==> src/rtl/ext_mem_arb_pkg.sv <==
// Shared types and constants for the external memory arbiter slice.
package ext_mem_arb_pkg;

    // Default external memory geometry
    localparam int EXT_ADDR_WIDTH = 20;
    localparam int EXT_DATA_WIDTH = 32;

    typedef logic [EXT_ADDR_WIDTH-1:0] ext_addr_t;
    typedef logic [EXT_DATA_WIDTH-1:0] ext_data_t;

    // Default requester counts
    localparam int NUM_RD_DEFAULT = 3;
    localparam int NUM_WR_DEFAULT = 2;

    // Read client indices
    localparam int RD_FEATURE = 0;
    localparam int RD_KERNEL  = 1;
    localparam int RD_PSUM    = 2;

    // Write client indices
    localparam int WR_PSUM = 0;
    localparam int WR_OUT  = 1;

    // Circular index: (base + offset) mod n, valid for base < n and offset <= n.
    function automatic int rr_wrap(input int base, input int offset, input int n);
        int s;
        s = base + offset;
        if (s >= n) begin
            s = s - n;
        end
        return s;
    endfunction

endpackage

==> src/rtl/ext_mem_arbiter_rr_arbiter.sv <==
// Round-robin arbiter: pointer register plus combinational one-hot grant.
// cand is the winner ignoring en, so the caller can inspect it (e.g. for an
// address hazard) and then gate the real grant through en.
module rr_arbiter
    import ext_mem_arb_pkg::*;
#(
    parameter int N = 2
) (
    input  logic         clk,
    input  logic         arst_n_in,
    input  logic [N-1:0] req,
    input  logic         en,
    output logic [N-1:0] gnt,
    output logic [N-1:0] cand
);

    localparam int PW = (N > 1) ? $clog2(N) : 1;

    logic [PW-1:0] r_ptr;
    logic [PW-1:0] w_next_ptr;
    logic          w_found;

    // Search requests starting at the pointer; first hit wins
    always_comb begin
        cand       = '0;
        w_found    = 1'b0;
        w_next_ptr = r_ptr;
        for (int k = 0; k < N; k++) begin
            if (!w_found && req[PW'(rr_wrap(int'(r_ptr), k, N))]) begin
                w_found = 1'b1;
                cand[PW'(rr_wrap(int'(r_ptr), k, N))] = 1'b1;
                w_next_ptr = PW'(rr_wrap(int'(r_ptr), k + 1, N));
            end
        end
    end

    assign gnt = en ? cand : '0;

    // Pointer advances past the granted client; holds when nothing is granted
    always_ff @(posedge clk or negedge arst_n_in) begin
        if (!arst_n_in) begin
            r_ptr <= '0;
        end else if (|gnt) begin
            r_ptr <= w_next_ptr;
        end
    end

endmodule

==> src/rtl/ext_mem_arbiter.sv <==
// Shares one pseudo-2-port external memory between several read and write
// requesters, with independent round-robin arbitration per port, registered
// memory-side signals, tagged read return and bandwidth counters.
//
// Request handshake: a client raises req with addr (and data for writes) and
// holds them stable until it sees its gnt bit high; the transfer is accepted
// in that grant cycle, and the client may change req/addr/data the cycle after.
module ext_mem_arbiter
    import ext_mem_arb_pkg::*;
#(
    parameter int ADDR_WIDTH = EXT_ADDR_WIDTH,
    parameter int DATA_WIDTH = EXT_DATA_WIDTH,
    parameter int NUM_RD     = NUM_RD_DEFAULT,
    parameter int NUM_WR     = NUM_WR_DEFAULT,
    parameter int RD_LATENCY = 1,
    parameter int CNT_WIDTH  = 32
) (
    input  logic                         clk,
    input  logic                         arst_n_in,
    input  logic                         enable,
    input  logic [NUM_RD-1:0]            rd_req,
    input  logic [NUM_RD*ADDR_WIDTH-1:0] rd_addr,
    output logic [NUM_RD-1:0]            rd_gnt,
    output logic [DATA_WIDTH-1:0]        rd_data,
    output logic [NUM_RD-1:0]            rd_data_valid,
    input  logic [NUM_WR-1:0]            wr_req,
    input  logic [NUM_WR*ADDR_WIDTH-1:0] wr_addr,
    input  logic [NUM_WR*DATA_WIDTH-1:0] wr_data,
    output logic [NUM_WR-1:0]            wr_gnt,
    output logic [ADDR_WIDTH-1:0]        ext_mem_read_addr,
    output logic                         ext_mem_read_en,
    input  logic [DATA_WIDTH-1:0]        ext_mem_qout,
    output logic [ADDR_WIDTH-1:0]        ext_mem_write_addr,
    output logic                         ext_mem_write_en,
    output logic [DATA_WIDTH-1:0]        ext_mem_din,
    input  logic                         clear_counters,
    output logic [CNT_WIDTH-1:0]         rd_count,
    output logic [CNT_WIDTH-1:0]         wr_count
);

    logic [NUM_RD-1:0]     w_rd_cand;
    logic [NUM_RD-1:0]     w_rd_gnt;
    logic [NUM_WR-1:0]     w_wr_cand;
    logic [NUM_WR-1:0]     w_wr_gnt;
    logic [ADDR_WIDTH-1:0] w_rd_cand_addr;
    logic [ADDR_WIDTH-1:0] w_wr_cand_addr;
    logic [DATA_WIDTH-1:0] w_wr_cand_data;
    logic                  w_hazard;
    logic                  w_rd_en;

    logic [ADDR_WIDTH-1:0] r_read_addr;
    logic                  r_read_en;
    logic [ADDR_WIDTH-1:0] r_write_addr;
    logic                  r_write_en;
    logic [DATA_WIDTH-1:0] r_din;
    logic [NUM_RD-1:0]     r_rd_pipe [RD_LATENCY+1];
    logic [CNT_WIDTH-1:0]  r_rd_count;
    logic [CNT_WIDTH-1:0]  r_wr_count;

    // Write arbiter: granted whenever enable is high
    rr_arbiter #(.N(NUM_WR)) u_wr_arb (
        .clk       (clk),
        .arst_n_in (arst_n_in),
        .req       (wr_req),
        .en        (enable),
        .gnt       (w_wr_gnt),
        .cand      (w_wr_cand)
    );

    // Read arbiter: additionally held off for one cycle on a same-address
    // write, so the read lands after the write and returns the new data
    rr_arbiter #(.N(NUM_RD)) u_rd_arb (
        .clk       (clk),
        .arst_n_in (arst_n_in),
        .req       (rd_req),
        .en        (w_rd_en),
        .gnt       (w_rd_gnt),
        .cand      (w_rd_cand)
    );

    // One-hot address mux for the read candidate
    always_comb begin
        w_rd_cand_addr = '0;
        for (int i = 0; i < NUM_RD; i++) begin
            if (w_rd_cand[i]) begin
                w_rd_cand_addr = w_rd_cand_addr | rd_addr[i*ADDR_WIDTH +: ADDR_WIDTH];
            end
        end
    end

    // One-hot address/data mux for the write candidate
    always_comb begin
        w_wr_cand_addr = '0;
        w_wr_cand_data = '0;
        for (int i = 0; i < NUM_WR; i++) begin
            if (w_wr_cand[i]) begin
                w_wr_cand_addr = w_wr_cand_addr | wr_addr[i*ADDR_WIDTH +: ADDR_WIDTH];
                w_wr_cand_data = w_wr_cand_data | wr_data[i*DATA_WIDTH +: DATA_WIDTH];
            end
        end
    end

    // Hazard only when a write is actually granted to the read winner's address
    assign w_hazard = (|w_wr_gnt) && (|w_rd_cand) && (w_rd_cand_addr == w_wr_cand_addr);
    assign w_rd_en  = enable && !w_hazard;

    // Read port register: address holds its last value while idle
    always_ff @(posedge clk or negedge arst_n_in) begin
        if (!arst_n_in) begin
            r_read_en   <= 1'b0;
            r_read_addr <= '0;
        end else begin
            r_read_en <= |w_rd_gnt;
            if (|w_rd_gnt) begin
                r_read_addr <= w_rd_cand_addr;
            end
        end
    end

    // Write port register: address and data hold their last value while idle
    always_ff @(posedge clk or negedge arst_n_in) begin
        if (!arst_n_in) begin
            r_write_en   <= 1'b0;
            r_write_addr <= '0;
            r_din        <= '0;
        end else begin
            r_write_en <= |w_wr_gnt;
            if (|w_wr_gnt) begin
                r_write_addr <= w_wr_cand_addr;
                r_din        <= w_wr_cand_data;
            end
        end
    end

    // Grant tag pipeline: stage 0 lines up with read_en, the last stage
    // lines up with qout; reset discards anything in flight
    always_ff @(posedge clk or negedge arst_n_in) begin
        if (!arst_n_in) begin
            for (int k = 0; k <= RD_LATENCY; k++) begin
                r_rd_pipe[k] <= '0;
            end
        end else begin
            r_rd_pipe[0] <= w_rd_gnt;
            for (int k = 1; k <= RD_LATENCY; k++) begin
                r_rd_pipe[k] <= r_rd_pipe[k-1];
            end
        end
    end

    // Saturating read word counter; clear takes priority over increment
    always_ff @(posedge clk or negedge arst_n_in) begin
        if (!arst_n_in) begin
            r_rd_count <= '0;
        end else if (clear_counters) begin
            r_rd_count <= '0;
        end else if (r_read_en && (r_rd_count != '1)) begin
            r_rd_count <= r_rd_count + CNT_WIDTH'(1);
        end
    end

    // Saturating write word counter; clear takes priority over increment
    always_ff @(posedge clk or negedge arst_n_in) begin
        if (!arst_n_in) begin
            r_wr_count <= '0;
        end else if (clear_counters) begin
            r_wr_count <= '0;
        end else if (r_write_en && (r_wr_count != '1)) begin
            r_wr_count <= r_wr_count + CNT_WIDTH'(1);
        end
    end

    assign rd_gnt             = w_rd_gnt;
    assign wr_gnt             = w_wr_gnt;
    assign ext_mem_read_en    = r_read_en;
    assign ext_mem_read_addr  = r_read_addr;
    assign ext_mem_write_en   = r_write_en;
    assign ext_mem_write_addr = r_write_addr;
    assign ext_mem_din        = r_din;
    assign rd_data            = ext_mem_qout;
    assign rd_data_valid      = r_rd_pipe[RD_LATENCY];
    assign rd_count           = r_rd_count;
    assign wr_count           = r_wr_count;

endmodule

==> config.mk <==
export PLATFORM = sky130hd
export DESIGN_NAME = ext_mem_arbiter
export DESIGN_NICKNAME = d
export VERILOG_FILES = /design/src/rtl/ext_mem_arb_pkg.sv /design/src/rtl/ext_mem_arbiter_rr_arbiter.sv /design/src/rtl/ext_mem_arbiter.sv
export SDC_FILE = /design/constraint.sdc
export NUM_CORES = 1
export LEC_CHECK = 0
export CAP_MARGIN = 20
export CORE_AREA = 4 4 149 151
export DETAILED_ROUTE_END_ITERATION = 8
export DIE_AREA = 0 0 153 155
export GPL_TIMING_DRIVEN = 1
export PLACE_DENSITY = 0.75
export SLEW_MARGIN = 30
export SYNTH_ARGS = -nofsm -noshare
export SYNTH_HDL_FRONTEND = slang
export SYNTH_SLANG_ARGS = --single-unit
==> constraint.sdc <==
create_clock -name clk -period 5.9 [get_ports clk]
set_input_delay 1.475 -clock clk [delete_from_list [all_inputs] [get_ports clk]]
set_output_delay 1.475 -clock clk [all_outputs]
set_load 0.02 [all_outputs]
Word level (Yosys, flattened, before mapping)
Cells that the tools add are included.
{ "op_classes": {"n_addsub": 14, "order_cmp": 22, "n_eq_ne": 3, "n_mux": 61, "bitwise_logic": 7, "reduce_logical": 26} }
{ "op_table": {"columns": ["cell", "n"], "rows": [
  ["$mux 32", 6],
  ["$mux 20", 5],
  ["$add 32x1->32 const B", 2],
  ["$ne 32x32->1 const B", 2],
  ["$or 20x20->20", 3],
  ["$or 32x32->32", 1],
  ["$mux 2", 13],
  ["$mux 1", 25],
  ["$lt 2x4->1 const B", 6],
  ["$eq 20x20->1", 1],
  ["$logic_and 1x1->1", 13],
  ["$ge 3x2->1 const B", 4],
  ["$lt 1x3->1 const B", 4],
  ["$mux 3", 4],
  ["$add 2x2->3 const B", 2],
  ["$bmux 1 s2", 3],
  ["$demux 1 s2", 3],
  ["$ge 2x1->1 const B", 3],
  ["$or 3x3->3", 2],
  ["$reduce_bool 2->1", 3],
  ["$reduce_or 3->1", 2],
  ["$sub 2x1->2 const B", 3],
  ["$ge 2x2->1 const B", 2],
  ["$logic_not 1->1", 4],
  ["12 further kinds", 17]
]} }
{ "word_totals": {"ff_bits": 147, "in_bits": 205, "output_inout_bits": 178, "wordCells": 144} }

Logic depth before layout (Yosys ltp)
{ "depth": {"word_depth": 30, "mapped_depth": 16, "ltp_nobuf": 12} }

By module
A second synthesis with hierarchy kept.
{ "unflattened": {"hier_cells": 859, "hier_area_um2": 8082.8} }
{ "by_module_without_submodules": {"columns": ["module", "n_inst", "cells_each", "area_per_inst_um2", "seq_area_each_um2"], "rows": [
  ["ext_mem_arbiter", 1, 789, 7479.7, 3603.5],
  ["rr_arbiter (u_rd_arb)", 1, 63, 531.8, 50.0],
  ["rr_arbiter (u_wr_arb)", 1, 7, 71.3, 25.0]
]} }

Worst setup path after synthesis
Ideal clock, no wire load.
{ "synth_timing": {"kind": "input-to-output", "from": "input rd_req[2]", "to": "output rd_gnt[1]", "t_arrival_ns": 4.156, "t_required_ns": 4.425, "setup_slack_ns": 0.269, "cell_stages": 11, "path_buffers": 2, "path_cell_list": "and3b_1 > a211o_1 > a32o_2 > buf_6 > a22o_1 > or3_1 > a221oi_2 > o22ai_1 > o41a_1 > clkbuf_1 > and2_1"} }
{ "synth_between": {"elab_chain_cells": 20, "word_cells_on_any_way": 32, "classes_between": "eq/ne: 1; mux: 18; bitwise: 4; reduce/logical: 9"} }
{ "synth_lines": {"columns": ["item", "line", "source"], "rows": [
  ["start: declaration", "ext_mem_arbiter.sv:21", "input logic [NUM_RD-1:0] rd_req,"],
  ["$bmux 1 s2", "ext_mem_arbiter_rr_arbiter.sv:29", "if (!w_found && req[PW'(rr_wrap(int'(r_ptr), k, N))]) begin"],
  ["$mux 1 (not written as such) (2 in a row)", "ext_mem_arbiter_rr_arbiter.sv:29", null],
  ["$mux 1", "ext_mem_arbiter_rr_arbiter.sv:29", null],
  ["$logic_not 1->1", "ext_mem_arbiter_rr_arbiter.sv:29", null],
  ["$logic_and 1x1->1", "ext_mem_arbiter_rr_arbiter.sv:29", null],
  ["$mux 1", "ext_mem_arbiter_rr_arbiter.sv:29", null],
  ["$logic_not 1->1", "ext_mem_arbiter_rr_arbiter.sv:29", null],
  ["$logic_and 1x1->1", "ext_mem_arbiter_rr_arbiter.sv:29", null],
  ["(+3 left out)", null, null],
  ["$mux 20", "ext_mem_arbiter.sv:85", "if (w_rd_cand[i]) begin"],
  ["$or 20x20->20", "ext_mem_arbiter.sv:86", "w_rd_cand_addr = w_rd_cand_addr | rd_addr[i*ADDR_WIDTH +: ADDR_WIDTH];"],
  ["$mux 20", "ext_mem_arbiter.sv:85", null],
  ["$eq 20x20->1", "ext_mem_arbiter.sv:104", "assign w_hazard = (|w_wr_gnt) && (|w_rd_cand) && (w_rd_cand_addr == w_wr_cand_addr);"],
  ["$logic_and 1x1->1", "ext_mem_arbiter.sv:104", null],
  ["$logic_not 1->1", "ext_mem_arbiter.sv:105", "assign w_rd_en = enable && !w_hazard;"],
  ["$logic_and 1x1->1", "ext_mem_arbiter.sv:105", null],
  ["$mux 3 *", "ext_mem_arbiter_rr_arbiter.sv:37", "assign gnt = en ? cand : '0;"],
  ["end: declaration", "ext_mem_arbiter.sv:23", "output logic [NUM_RD-1:0] rd_gnt,"]
]} }
Every way passes the cells marked *; elsewhere a longest branch is shown, timed or not. The select of a mux whose other input is x is not followed.

Worst setup path after layout
Same ends and word-level chain as after synthesis.

==> results_dict.tcl <==
set metrics [dict create \
    crit_top_cell "a211o_1" \
    path_clk_slew_ps 60 \
    vias_per_cell 5.248 \
    syn_to_final_growth_pct 49.74 \
    fmax_ghz 0.1711 \
    swShare_pct 38.59 \
    synth_top_area_share_pct 47.53 \
    path_max_fanout 6 \
    drive_above_1_share_pct 18.75 \
    post-route-period-util_pct 99.08 \
    synth_edf_count 0 \
    htreeDepth 4 \
    root_buffer "clkbuf_16" \
    utilization_pct 55.66 \
    via_count 7069 \
    setup-violations-final 0 \
    numCtsBuffers 17 \
    synth_nets 973 \
    wl_mm 24.82 \
    synth_seq_cells 147 \
    drtIter0Drc 351 \
    gp_congestion 0.9348 \
    ff_latch_area_sq_mm 0.003679 \
    synth_area_leader_cell "dfrtp_1" \
    multiInputGateArea_sq_mm 0.003615 \
    max_slew_margin_pct 53.26 \
    dp_hpwl_mm 18.91 \
    portBuffers 264 \
    synthesis.instances 760 \
    period_minus_slack_ps 5846 \
    synthDistinctLibCells 68 \
    start_util_pct 37.17 \
    async_flop_share_pct 100.0 \
    cts_buffer_depth 2 \
    slowest_stage "o41a_1" \
    ctsHoldBuffers 0 \
    total_power_uw 5041 \
    rows 53 \
    pwr-share-seq_pct 28.1 \
    pin_count 383 \
    fp.coreArea_sq_mm 0.02082 \
    cts_tree "yes" \
    critical-path-max-stage-delay_ps 510 \
    cellLeakagePower_uw 0.004853 \
    critPathBufInv 2 \
    hold_viol 0 \
    die_y_um 155 \
    maxCapViolations 0 \
    final_nets 1272 \
    critPathTopFamily "compound AO/OA/AOI/OAI gates" \
    path_cells "clkbuf_4 > and3b_1 > a211o_1 > a32o_2 > a22o_1 > a211o_1 > a222oi_1 > nand4_1 > o41a_1 > and2_4 > buf_2" \
    rsz0062_at_grt "yes" \
    worstSetupEndpointType "primary output" \
    wire_per_inst_um 18.43 \
    synth_flop_cell "dfrtp_1" \
    seq_area_frac_synth_pct 47.53 \
    tightestPinTransition_ps 701.0 \
    worst_ep_required_time_ps 4430 \
    cts.sinks 147 \
    first_global_vias 7203 \
    outcome "finished, final reports clean" \
    grt_pass1_wl_mm 39.17 \
    diodes 0 \
    syn_area_per_cell_sq_um 10.18 \
    gr-usage-all-layers_pct 20.65 \
    post-place-ws_ps -816.4 \
    drcViolationCount 0 \
    ys_top_cells_by_area "dfrtp_1 48%, mux2_2 7.4%, xor2_1 4.0%, nor2_1 3.7%, buf_4 3.6%" \
    path_class "in2out" \
    die_area_sq_mm 0.02372 \
    skew_ps 13.66 \
    p_sw_uw 1945 \
    p_clk_share_pct 21.8 \
    peakVddDrop_v 0.0002620 \
    comb_power_share_pct 50.1 \
    power_density_mw_per_mm2 435.0 \
    grt_max_degree 65 \
    fin_ws_ps 54.01 \
    drv_slew 0 \
    hp-class "reg2reg" \
    dieWidth_um 153 \
    ant_nets 0 \
    first_pass_iters 8 \
    n_fill_cell 1828 \
    intPower_uw 3096 \
    synth.yosys.warnings 0 \
    cp.arrival_ps 4370 \
    critPathLaunchType "primary input" \
    grt_overflow 0 \
    worstSkewPairLatency_ps 430 \
    antenna_found_initial 0 \
    syn_area_sq_mm 0.007740 \
]
## path summary, 6_finish.rpt
path	start	cells past startpoint	end	slack (ps)
worst max-delay path	rd_req[2]	11	rd_gnt[1]	50
worst min register to register	r_rd_pipe[3]	0	rd_data_valid[0]	350
worst max register to register	u_rd_arb.r_ptr[1]	19	ext_mem_read_addr[17]	1570
worst min-delay path	r_rd_pipe[3]	0	rd_data_valid[0]	350
max in group asynchronous	arst_n_in	2	wr_count[12]	3770
min in group asynchronous	arst_n_in	1	rd_count[3]	1010
## worst register-to-register path, stage by stage, from the launching register on
cell and delay [ps]:
dfrtp_1 410, inv_1 150, ha_1 370, mux2_4 340, o21ai_1 130, buf_4 140
o211ai_2 120, a21boi_4 240, a222oi_1 190, buf_4 170, buf_4 130, a22o_1 180
a211o_1 280, buf_4 150, o41ai_4 450, buf_4 180, buf_4 110, nor2_2 70
buf_4 220, o22a_1 210
## cells by family (layout without fill, tap and decap cells)
group	Yosys count	count (layout)	synth area share (%)
AND/OR/NAND/NOR	244	244	15.45
flip-flops	147	147	47.53
XOR/XNOR	51	51	5.771
other	1	1	0.04845
AO/OA/AOI/OAI	163	164	14.95
buffers and inverters	88	399	6.531
multiplexers	58	58	8.422
adder cells (fa/ha/maj)	8	8	1.293
## layout make-up
type                            count  share of cell area [%]
Sequential cell                   147                   31.74
Inverter                           18                  0.5830
Timing Repair Buffer              349                   28.25
Tap cell                          275                   2.969
Clock buffer                       17                   3.671
Clock inverter                     15                   1.598
Multi-Input combinational cell    526                   31.19
## synthesized netlist by cell type (3+ instances only)
cell type,number
dfrtp_1,147
nor2_1,77
a21oi_1,51
mux2_2,51
nand2_1,50
buf_4,37
xor2_1,35
nand3_1,28
o21ai_0,27
clkbuf_1,23
inv_1,18
or3_1,18
xnor2_1,16
nand4_1,14
a22oi_1,10
nor3_1,10
a222oi_1,9
and3_1,9
and4_1,9
o211ai_1,9
ha_1,8
a22o_1,7
a21o_1,6
a31oi_1,5
and2_1,5
buf_2,5
nand2b_1,5
a211o_1,4
a221o_1,4
buf_6,4
mux2i_1,4
nand3b_1,4
nor2b_1,4
nor4_1,3
o211a_1,3
## cells in the final DEF (no fill, tap or decap), drive strengths merged, types with 8 or more instances in the layout
cell type	Yosys	routed
clkdlybuf4s50	0	256
xnor2	16	16
a222oi	9	9
nor2	78	78
nand4	14	14
o21ai	28	28
inv	18	25
or3	18	18
buf	47	92
a21oi	52	52
nor3	10	10
ha	8	8
a22oi	10	10
o211ai	10	10
dfrtp	147	147
nand2	50	50
and4	9	9
mux2	54	54
clkbuf	23	18
nand3	28	28
xor2	35	35
and3	9	9
## sequential cells by signal, indices dropped and copies added, names as in the netlist, 2 cells and up
name / cells
ext_mem_din: 32
u_rd_arb.r_ptr: 2
r_rd_pipe: 3
ext_mem_write_addr: 20
rd_count: 32
wr_count: 32
rd_data_valid: 3
ext_mem_read_addr: 20
## routing by layer
layer | vias to the layer above | global-route usage, % | share of wire [%]
li1 | 3304 | - | -
met1 | 3417 | 24.56 | 40
met2 | 299 | 33.99 | 48
met3 | 49 | 8.317 | 9.6
met4 | 0 | 7.467 | 3.0
met5 | - | 0 | 0
## per-stage QoR
step                      instances  hold slack [ps]  setup TNS, ps  instance area, sq um
after floorplan                 760            331.2              0                  7740
after global placement         1307            334.0          -2296                 10890
after detailed placement       1307            334.7          -2378                 10890
after CTS                      1345            349.9              0                 11550
after global routing           1347            352.0         -8.354                 11590
final                          1347            348.9              0                 11590
## power groups by stage
stage / clock network, uW / registers, uW / logic [uW]
2_1_floorplan: 0 / 1710 / 991
3_3_place_gp: 0 / 1420 / 2400
3_5_place_dp: 0 / 1430 / 2430
4_1_cts: 1130 / 1420 / 2500
5_1_grt: 1170 / 1450 / 2690
6_report: 1100 / 1420 / 2520
## repair_timing
action	4_1_cts	5_1_grt
setup buffers	5	2
gates cloned	1	0
pin swaps	11	13
resized for setup	31	9
setup endpoints to repair	3	3
Note: power is estimated with default switching activity, not from simulation.
